**src/rtl/draw_engine_if.sv**
```systemverilog
// Bundle of the draw engine's request/completion handshakes, square read port and pixel bus.
// The engine is the slave side; the game controller and VGA writer sit on the master side.
interface draw_engine_if;
   logic       draw_squares;
   logic       draw_catcher;
   logic       draw_score;
   logic       draw_end;
   logic [1:0] sq_index;
   logic [7:0] sq_x;
   logic [6:0] sq_y;
   logic       sq_active;
   logic [7:0] catcher_x;
   logic [3:0] score;
   logic [7:0] x;
   logic [6:0] y;
   logic [2:0] colour;
   logic       plot_en;
   logic       finish_drawing_squares;
   logic       finish_drawing_catcher;
   logic       finish_drawing_score;
   logic       finish_drawing_end;

   modport slave (
      input  draw_squares, draw_catcher, draw_score, draw_end,
      input  sq_x, sq_y, sq_active, catcher_x, score,
      output sq_index, x, y, colour, plot_en,
      output finish_drawing_squares, finish_drawing_catcher,
      output finish_drawing_score, finish_drawing_end
   );

   modport master (
      output draw_squares, draw_catcher, draw_score, draw_end,
      output sq_x, sq_y, sq_active, catcher_x, score,
      input  sq_index, x, y, colour, plot_en,
      input  finish_drawing_squares, finish_drawing_catcher,
      input  finish_drawing_score, finish_drawing_end
   );
endinterface

```
**src/rtl/draw_engine.sv**
```systemverilog
// Pixel generator for squares, catcher, score bar and end screen; one pixel per cycle.
// Optional macro DRAW_BORDER_EN paints a white frame around the end screen.
module draw_engine (
   input  logic         clock,
   input  logic         reset,
   draw_engine_if.slave bus
);
   typedef enum logic [2:0] {IDLE, SQUARES, CATCHER, SCORE, END, DONE} state_t;

   localparam logic [14:0] SQUARES_PIXELS = 15'd64;
   localparam logic [14:0] CATCHER_PIXELS = 15'd64;
   localparam logic [14:0] SCORE_PIXELS   = 15'd128;
   localparam logic [14:0] END_PIXELS     = 15'd19200;

   state_t      state, state_next;
   state_t      render, render_next;
   state_t      accept_sel, pix_sel;
   logic [14:0] counter, counter_next;
   logic [14:0] pixel_total;
   logic [6:0]  pix_idx;
   logic [7:0]  x_reg, x_next, pix_x;
   logic [6:0]  y_reg, y_next, pix_y;
   logic [2:0]  colour_reg, colour_next, pix_colour;
   logic        plot_reg, plot_next;
   logic        request_held;
   logic [7:0]  sq_ox, catcher_ox;
   logic [6:0]  sq_oy;

   // Request arbitration when idle: end screen wins, then squares, catcher, score.
   always_comb begin
      accept_sel = IDLE;
      if (bus.draw_end)
         accept_sel = END;
      else if (bus.draw_squares)
         accept_sel = SQUARES;
      else if (bus.draw_catcher)
         accept_sel = CATCHER;
      else if (bus.draw_score)
         accept_sel = SCORE;
   end

   always_comb begin
      request_held = 1'b0;
      pixel_total  = '0;
      case (state)
         SQUARES: begin request_held = bus.draw_squares; pixel_total = SQUARES_PIXELS; end
         CATCHER: begin request_held = bus.draw_catcher; pixel_total = CATCHER_PIXELS; end
         SCORE:   begin request_held = bus.draw_score;   pixel_total = SCORE_PIXELS;   end
         END:     begin request_held = bus.draw_end;     pixel_total = END_PIXELS;     end
         default: begin request_held = 1'b0;             pixel_total = '0;             end
      endcase
   end

   // While idle the pixel path previews pixel 0 of whichever render would be accepted.
   assign pix_sel = (state == IDLE) ? accept_sel : state;
   assign pix_idx = (state == IDLE) ? 7'd0 : counter[6:0];

   assign sq_ox      = (bus.sq_x > 8'd156)      ? 8'd156 : bus.sq_x;
   assign sq_oy      = (bus.sq_y > 7'd116)      ? 7'd116 : bus.sq_y;
   assign catcher_ox = (bus.catcher_x > 8'd144) ? 8'd144 : bus.catcher_x;

   assign bus.sq_index = counter[5:4];

   always_comb begin
      pix_x      = '0;
      pix_y      = '0;
      pix_colour = '0;
      case (pix_sel)
         SQUARES: begin
            pix_x      = sq_ox + {6'd0, pix_idx[1:0]};
            pix_y      = sq_oy + {5'd0, pix_idx[3:2]};
            pix_colour = bus.sq_active ? 3'b011 : 3'b000;
         end
         CATCHER: begin
            pix_x      = catcher_ox + {4'd0, pix_idx[3:0]};
            pix_y      = 7'd112 + {5'd0, pix_idx[5:4]};
            pix_colour = 3'b110;
         end
         SCORE: begin
            pix_x      = {2'd0, pix_idx[6:3], pix_idx[1:0]};
            pix_y      = {6'd0, pix_idx[2]};
            pix_colour = (pix_idx[6:3] < bus.score) ? 3'b010 : 3'b000;
         end
         END: begin
            // The raster steps from the previous pixel, so no divide is needed.
            if (state == IDLE) begin
               pix_x = 8'd0;
               pix_y = 7'd0;
            end else if (x_reg == 8'd159) begin
               pix_x = 8'd0;
               pix_y = y_reg + 7'd1;
            end else begin
               pix_x = x_reg + 8'd1;
               pix_y = y_reg;
            end
`ifdef DRAW_BORDER_EN
            pix_colour = (pix_x == 8'd0 || pix_x == 8'd159 || pix_y == 7'd0 || pix_y == 7'd119)
                         ? 3'b111 : 3'b100;
`else
            pix_colour = 3'b100;
`endif
         end
         default: begin
            pix_x      = '0;
            pix_y      = '0;
            pix_colour = '0;
         end
      endcase
   end

   always_ff @(posedge clock) begin
      if (!reset) begin
         state      <= IDLE;
         render     <= IDLE;
         counter    <= '0;
         x_reg      <= '0;
         y_reg      <= '0;
         colour_reg <= '0;
         plot_reg   <= 1'b0;
      end else begin
         state      <= state_next;
         render     <= render_next;
         counter    <= counter_next;
         x_reg      <= x_next;
         y_reg      <= y_next;
         colour_reg <= colour_next;
         plot_reg   <= plot_next;
      end
   end

   // Counter holds the number of pixels already emitted for the current render.
   always_comb begin
      state_next   = state;
      render_next  = render;
      counter_next = counter;
      x_next       = x_reg;
      y_next       = y_reg;
      colour_next  = colour_reg;
      plot_next    = 1'b0;
      case (state)
         IDLE: begin
            counter_next = '0;
            if (accept_sel != IDLE) begin
               state_next   = accept_sel;
               render_next  = accept_sel;
               x_next       = pix_x;
               y_next       = pix_y;
               colour_next  = pix_colour;
               plot_next    = 1'b1;
               counter_next = 15'd1;
            end
         end
         SQUARES, CATCHER, SCORE, END: begin
            if (!request_held) begin
               state_next   = IDLE;
               render_next  = IDLE;
               counter_next = '0;
            end else if (counter == pixel_total) begin
               state_next = DONE;
            end else begin
               x_next       = pix_x;
               y_next       = pix_y;
               colour_next  = pix_colour;
               plot_next    = 1'b1;
               counter_next = counter + 15'd1;
            end
         end
         DONE: begin
            state_next   = IDLE;
            counter_next = '0;
         end
         default: begin
            state_next   = IDLE;
            render_next  = IDLE;
            counter_next = '0;
         end
      endcase
   end

   assign bus.x       = x_reg;
   assign bus.y       = y_reg;
   assign bus.colour  = colour_reg;
   assign bus.plot_en = plot_reg;

   assign bus.finish_drawing_squares = (state == DONE) && (render == SQUARES);
   assign bus.finish_drawing_catcher = (state == DONE) && (render == CATCHER);
   assign bus.finish_drawing_score   = (state == DONE) && (render == SCORE);
   assign bus.finish_drawing_end     = (state == DONE) && (render == END);
endmodule

```
**src/flat_wrapper.sv**
```systemverilog
// flat-port wrapper written by rule: the top's interface ports become plain ports
module draw_engine_flat 
  (clock, reset, bus_draw_squares, bus_draw_catcher, bus_draw_score, bus_draw_end, bus_sq_x, bus_sq_y, bus_sq_active, bus_catcher_x, bus_score, bus_sq_index, bus_x, bus_y, bus_colour, bus_plot_en, bus_finish_drawing_squares, bus_finish_drawing_catcher, bus_finish_drawing_score, bus_finish_drawing_end);
  draw_engine_if bus_i ();
  input  logic clock;
  input  logic reset;
  input wire logic [$bits(bus_i.draw_squares)-1:0] bus_draw_squares;
  input wire logic [$bits(bus_i.draw_catcher)-1:0] bus_draw_catcher;
  input wire logic [$bits(bus_i.draw_score)-1:0] bus_draw_score;
  input wire logic [$bits(bus_i.draw_end)-1:0] bus_draw_end;
  input wire logic [$bits(bus_i.sq_x)-1:0] bus_sq_x;
  input wire logic [$bits(bus_i.sq_y)-1:0] bus_sq_y;
  input wire logic [$bits(bus_i.sq_active)-1:0] bus_sq_active;
  input wire logic [$bits(bus_i.catcher_x)-1:0] bus_catcher_x;
  input wire logic [$bits(bus_i.score)-1:0] bus_score;
  output wire logic [$bits(bus_i.sq_index)-1:0] bus_sq_index;
  output wire logic [$bits(bus_i.x)-1:0] bus_x;
  output wire logic [$bits(bus_i.y)-1:0] bus_y;
  output wire logic [$bits(bus_i.colour)-1:0] bus_colour;
  output wire logic [$bits(bus_i.plot_en)-1:0] bus_plot_en;
  output wire logic [$bits(bus_i.finish_drawing_squares)-1:0] bus_finish_drawing_squares;
  output wire logic [$bits(bus_i.finish_drawing_catcher)-1:0] bus_finish_drawing_catcher;
  output wire logic [$bits(bus_i.finish_drawing_score)-1:0] bus_finish_drawing_score;
  output wire logic [$bits(bus_i.finish_drawing_end)-1:0] bus_finish_drawing_end;
  assign bus_i.draw_squares = bus_draw_squares;
  assign bus_i.draw_catcher = bus_draw_catcher;
  assign bus_i.draw_score = bus_draw_score;
  assign bus_i.draw_end = bus_draw_end;
  assign bus_i.sq_x = bus_sq_x;
  assign bus_i.sq_y = bus_sq_y;
  assign bus_i.sq_active = bus_sq_active;
  assign bus_i.catcher_x = bus_catcher_x;
  assign bus_i.score = bus_score;
  assign bus_sq_index = bus_i.sq_index;
  assign bus_x = bus_i.x;
  assign bus_y = bus_i.y;
  assign bus_colour = bus_i.colour;
  assign bus_plot_en = bus_i.plot_en;
  assign bus_finish_drawing_squares = bus_i.finish_drawing_squares;
  assign bus_finish_drawing_catcher = bus_i.finish_drawing_catcher;
  assign bus_finish_drawing_score = bus_i.finish_drawing_score;
  assign bus_finish_drawing_end = bus_i.finish_drawing_end;
  draw_engine u_core (.clock(clock), .reset(reset), .bus(bus_i));
endmodule
```
**config.mk**
```make
export PLATFORM = sky130hd
export DESIGN_NAME = draw_engine_flat
export DESIGN_NICKNAME = d
export VERILOG_FILES = /design/src/rtl/draw_engine_if.sv /design/src/rtl/draw_engine.sv /design/src/flat_wrapper.sv
export SDC_FILE = /design/constraint.sdc
export NUM_CORES = 1
export LEC_CHECK = 0
export CAP_MARGIN = 25
export CORE_ASPECT_RATIO = 1.1
export CORE_MARGIN = 3
export CORE_UTILIZATION = 30
export CTS_BUF_LIST = sky130_fd_sc_hd__clkbuf_4 sky130_fd_sc_hd__clkbuf_8
export CTS_CLUSTER_DIAMETER = 150
export DETAILED_ROUTE_END_ITERATION = 12
export SYNTH_ARGS = -nofsm -noshare
export SYNTH_HDL_FRONTEND = slang
export SYNTH_SLANG_ARGS = --single-unit
export TNS_END_PERCENT = 20
```
**constraint.sdc**
```tcl
create_clock -name clock -period 5.3 [get_ports clock]
set_input_delay 0.53 -clock clock [delete_from_list [all_inputs] [get_ports clock]]
set_output_delay 0.53 -clock clock [all_outputs]
set_load 0.02 [all_outputs]
```
Word level (Yosys, flattened, before mapping)
Cells that the tools add are included.
{"block": "totals", "wordCells": 98, "regBits": 40, "in_bits": 34}
{"block": "classes", "n_addsub": 7, "bitwise": 1, "order_cmp": 4, "eq_ne": 21, "n_mux": 46, "n_reduce_logical": 12}
{"op": "$mux W8", "n": 7}
{"op": "$mux W7", "n": 7}
{"op": "$pmux W15 S3", "n": 1}
{"op": "$mux W3", "n": 11}
{"op": "$pmux W8 S4", "n": 1}
{"op": "$mux W15", "n": 2}
{"op": "$pmux W15 S2", "n": 1}
{"op": "$pmux W7 S4", "n": 1}
{"op": "$eq A3 B2 Y1 const B", "n": 6}
{"op": "$gt A8 B8 Y1 const B", "n": 2}
{"op": "$pmux W8 S2", "n": 1}
{"op": "$add A15 B1 Y15 const B", "n": 1}
{"op": "$eq A15 B15 Y1", "n": 1}
{"op": "$pmux W7 S2", "n": 1}
{"op": "$eq A3 B3 Y1 const B", "n": 4}
{"op": "$pmux W3 S2", "n": 2}
{"op": "$pmux W3 S4", "n": 1}
{"op": "$eq A3 B1 Y1 const B", "n": 3}
{"op": "$pmux W3 S3", "n": 1}
{"op": "$add A8 B1 Y8 const B", "n": 1}
{"op": "$add A8 B2 Y8", "n": 1}
{"op": "$add A8 B4 Y8", "n": 1}
{"op": "$eq A8 B8 Y1 const B", "n": 1}
{"op": "$add A7 B1 Y7 const B", "n": 1}
{"op": "21 further kinds", "n": 32}

Depth between registers and ports, before layout
{"block": "depth", "ltp_word": 10, "depth_mapped": 12}

Worst setup path before layout
Ideal clock, no wire load.
{"block": "synth_path", "path_type": "flip-flop to flip-flop", "from": "reg u_core.state[0]", "to": "reg u_core.y_reg[6] (netlist: u_core.bus.y[6])", "arrival_ns": 2.528, "path_slack_ns": 2.654, "path_stages_with_launch": 13, "n_path_buf": 2, "cell_sequence": "dfxtp_1 > buf_6 > or3_1 > clkbuf_1 > and2_1 > ha_1 > inv_1 > fa_1 > and3b_1 > a31oi_1 > nor2_1 > a311o_1 > a32o_1"}
{"block": "synth_via", "elab_chain_cells": 7}
{"item": "start: declaration", "line": "draw_engine.sv:15", "source": "state_t state, state_next;"}
{"item": "start signal: assignment", "line": "draw_engine.sv:121", "source": "state <= state_next;"}
{"item": "$logic_not A3 Y1"}
{"item": "$mux W7 / $mux W3 (equally long branches)", "line": "draw_engine.sv:56, draw_engine.sv:55"}
{"item": "$add A7 B2 Y7, or another cell as far along", "line": "draw_engine.sv:71", "source": "pix_y = sq_oy + {5'd0, pix_idx[3:2]};"}
{"item": "$pmux W7 S4", "line": "draw_engine.sv:68", "source": "case (pix_sel)"}
{"item": "$mux W7", "line": "draw_engine.sv:158", "source": "end else if (counter == pixel_total) begin"}
{"item": "$mux W7", "line": "draw_engine.sv:154", "source": "if (!request_held) begin"}
{"item": "$pmux W7 S2", "line": "draw_engine.sv:140", "source": "case (state)"}
{"item": "end signal: assignment", "line": "draw_engine.sv:125", "source": "y_reg <= y_next;"}
{"item": "end: declaration", "line": "draw_engine.sv:22", "source": "logic [6:0] y_reg, y_next, pix_y;"}
Parallel ways exist; a longest one is shown, timed or not. The select of a mux whose other input is x is not followed.
A chain may end at the register's enable or synchronous reset.

Worst setup path in the final report
{"block": "layout_path", "from": "reg u_core.state[1]", "to": "reg u_core.x_reg[7] (netlist: u_core.bus.x[7])"}
{"block": "layout_via", "elab_chain_cells": 7}
{"item": "$logic_not A3 Y1"}
{"item": "$mux W7 / $mux W3 (equally long branches)", "line": "draw_engine.sv:56, draw_engine.sv:55"}
{"item": "$add A8 B4 Y8, or another cell as far along", "line": "draw_engine.sv:75", "source": "pix_x = catcher_ox + {4'd0, pix_idx[3:0]};"}
{"item": "$pmux W8 S4", "line": "draw_engine.sv:68"}
{"item": "$mux W8", "line": "draw_engine.sv:158"}
{"item": "$mux W8", "line": "draw_engine.sv:154"}
{"item": "$pmux W8 S2", "line": "draw_engine.sv:140"}
{"item": "end signal: assignment", "line": "draw_engine.sv:124", "source": "x_reg <= x_next;"}
{"item": "end: declaration", "line": "draw_engine.sv:21", "source": "logic [7:0] x_reg, x_next, pix_x;"}
Parallel ways exist; a longest one is shown, timed or not. The select of a mux whose other input is x is not followed.

==> results.py <==
metrics = {
    "status": {
        "outcome": "finished clean",
    },
    "clocking": {
        "clkLatencyLatePin_ns": 0.30,
        "root_buffer": "clkbuf_8",
        "htreeDepth": 2,
        "cts_tree": "yes",
        "clkSinkCount": 40,
        "post_cts_buffers": 0,
        "cts_resized": 0,
        "cts_max_path_buffers": 2,
        "cts.clk_slew.worst_paths_ns": 0.08,
        "cts_made_buffers": 5,
        "cts.hold.buffers_added": 0,
    },
    "routing": {
        "drtPass1Iterations": 6,
        "drtAntennaViolNets": 0,
        "routedWlPerCell_um": 16.9,
        "drc": 0,
        "via_per_inst": 5.61,
        "drt_iter0_drc": 345,
        "routed-via-count": 3430,
        "wirelength_um": 10300,
    },
    "placed_design": {
        "dp_cells": 603,
        "dp_hpwl_um": 7820,
        "dpl_cell_area_um2": 3980,
        "place_congestion": 0.941,
        "dp_slack_ns": 1.93,
        "io_buffers": 58,
    },
    "logic_synthesis": {
        "synth_area_leaders": "dfxtp_1 24%, ha_1 5.6%, nor2_1 5.3%",
        "synth.most_common_cell": "nor2_1",
        "netlist_instances": 427,
        "ys_warn_count": 0,
        "synthDistinctLibCells": 70,
        "syn-num-nets": 479,
        "yosysTopAreaCell": "dfxtp_1",
        "synth_common_cells": "47 x nor2_1, 40 x dfxtp_1, 27 x nand2_1",
        "syn_area_um2": 3360,
        "synth-edff-count": 0,
        "synth_ff_type": "dfxtp_1",
        "ys_ff_latch": 40,
        "postSynthAreaPerCell_um2": 7.87,
        "ys_seq_area_frac": 0.238,
        "synth-async-reset-ratio": 0,
        "synth_top_area_share": 0.238,
    },
    "pwr": {
        "combPwrFrac": 0.468,
        "clkPwrFrac": 0.175,
        "p_sw_frac": 0.434,
        "vdd_drop_max_v": 0.000125,
        "p_seq_frac": 0.357,
        "power.total_mw": 1.20,
        "p_int_uw": 677,
        "switchingPower_uw": 519,
        "p_per_area_nw_per_um2": 294,
        "p_leak_nw": 1.47,
    },
    "layout": {
        "final_cell_area_um2": 4070,
        "layout-drive-gt1-share": 0.0470,
        "final_util": 0.382,
        "multi_input_area_um2": 2340,
        "nNetsFinal": 519,
        "stdcell_count": 611,
        "nFillCells": 1119,
        "regArea_um2": 801,
        "syn2layout_area_growth_pct": 21.0,
        "antenna_cells": 0,
        "largest_reg_flops": 15,
    },
    "global_routing": {
        "top_usage_layer": "met2",
        "grt_pass1_vias": 3218,
        "grtUsageMet1": 0.224,
        "grt_overflow": 0,
        "use_met2": 0.272,
        "grt_usage": 0.165,
        "antenna_found_initial": 0,
        "use_met3": 0.0252,
        "grt_pass1_wl_um": 16600,
        "grt_max_degree": 21,
    },
    "sta": {
        "fin_crit_sh": 0.609,
        "min_period_ns": 3.23,
        "relSlewSlack": 0.473,
        "hold-worst-slack_ns": 0.527,
        "fin_ws_ns": 2.07,
        "fmax_mhz": 310,
        "finalSetupViolations": 0,
        "hold_violations": 0,
        "grt_setup_unrepaired": "false",
        "slew_violations": 0,
        "tightest_slew_ns": 0.786,
        "tns_ns": 0,
        "skew_ns": 0.00622,
    },
    "setup_path": {
        "r2r_start": "u_core.state[1]$_SDFFE_PN0P_",
        "worst-path-buf-inv": 0,
        "worstPathCellList": "nor3_1 > nor2_1 > ha_1 > a211oi_1 > o21ai_0 > a41o_1 > a222oi_1 > a211oi_1",
        "cp-start-kind": "register",
        "path_delay_family": "compound AO/OA/AOI/OAI gates",
        "timing.critical_path.from": "u_core.state[1]$_SDFFE_PN0P_",
        "critPathKind": "register to register",
        "crit_path_end_kind": "register",
        "crit_arrival_ns": 3.39,
        "max_stage_delay_ns": 0.71,
        "path_max_fanout": 20,
        "slowest_stage": "nor3_1",
        "worstPathRequired_ns": 5.46,
        "cp_common_cell": "a211oi_1",
    },
    "job": {
        "cap_viol_max_count": 0,
    },
    "floorplan": {
        "die_w_um": 107,
        "floorplan.initialDensity": 0.316,
        "core_um2": 10600,
        "chipHeight_um": 117,
        "die_area_um2": 12500,
        "row_count": 39,
        "io-pin-count": 59,
    },
    "min_path": {
        "hold_path.class": "register to register",
        "min_from": "u_core.bus.colour[1]$_SDFFE_PN0P_",
    },
}
[layout by cell type, fill, tap and decap left out, drive strengths merged, types with 3 or more instances in the layout]
cell	instances
dfxtp	40
a211oi	8
o31ai	4
o21ai	21
a2111oi	3
a221oi	5
and3	8
fa	3
nand3	18
mux2i	4
nand2b	4
a21o	3
inv	20
clkdlybuf4s50	58
a21oi	25
nor2	48
ha	15
o21a	7
a32o	4
xor2	18
nor4b	3
a41oi	4
nand2	27
clkbuf	5
nor3	15
and2	14
nor3b	3
nor4bb	3
xnor2	7
a31oi	5
nand4	5
a222oi	5
a21boi	4
o221a	3
clkinv	4
a311oi	10
[worst min-delay path, stage by stage (launching register included)]
cell,delay (ns)
dfxtp_1,0.32
a21oi_1,0.11
a311oi_1,0.06
[final cells by class]
class / instances / share of cell area
Clock buffer: 5 / 0.0169
Clock inverter: 3 / 0.00462
Inverter: 21 / 0.0194
Multi-Input combinational cell: 341 / 0.575
Sequential cell: 40 / 0.197
Tap cell: 143 / 0.0440
Timing Repair Buffer: 58 / 0.143
[power by group through the flow]
| stage | logic [mW] | registers [mW] | clock network (mW) |
|---|---|---|---|
| 6_report | 0.560 | 0.427 | 0.209 |
| 5_1_grt | 0.608 | 0.435 | 0.225 |
| 4_1_cts | 0.559 | 0.425 | 0.216 |
| 3_5_place_dp | 0.557 | 0.431 | 0 |
| 3_3_place_gp | 0.553 | 0.430 | 0 |
| 2_1_floorplan | 0.337 | 0.449 | 0 |
[path summary, 6_finish.rpt]
| path | endpoint | slack (ns) | cells after the start |
|---|---|---|---|
| min | u_core.bus.colour[1]$_SDFFE_PN0P_ | 0.53 | 2 |
| max reg2reg | u_core.bus.x[7]$_SDFFE_PN0P_ | 2.07 | 8 |
| max | u_core.bus.x[7]$_SDFFE_PN0P_ | 2.07 | 8 |
| min reg2reg | u_core.bus.colour[1]$_SDFFE_PN0P_ | 0.53 | 2 |
[kinds of logic (layout without fill, tap and decap cells)]
family,Yosys count,count (layout),share of synthesized area
and+or+nand+nor,166,166,0.260
AOI/OAI and AO/OA,127,127,0.279
buffers and inverters,46,87,0.0652
DFF,40,40,0.238
xor gates and xnor gates,25,25,0.0652
adders and majority gates,18,18,0.0737
muxes,5,5,0.0190
[layer usage]
metal | up-vias | routed length, um
met2 | 142 | 4820
met1 | 1595 | 4570
li1 | 1677 | -
met4 | 0 | 192
met3 | 16 | 717
met5 | - | 0
(Power assumes the default switching activity.)
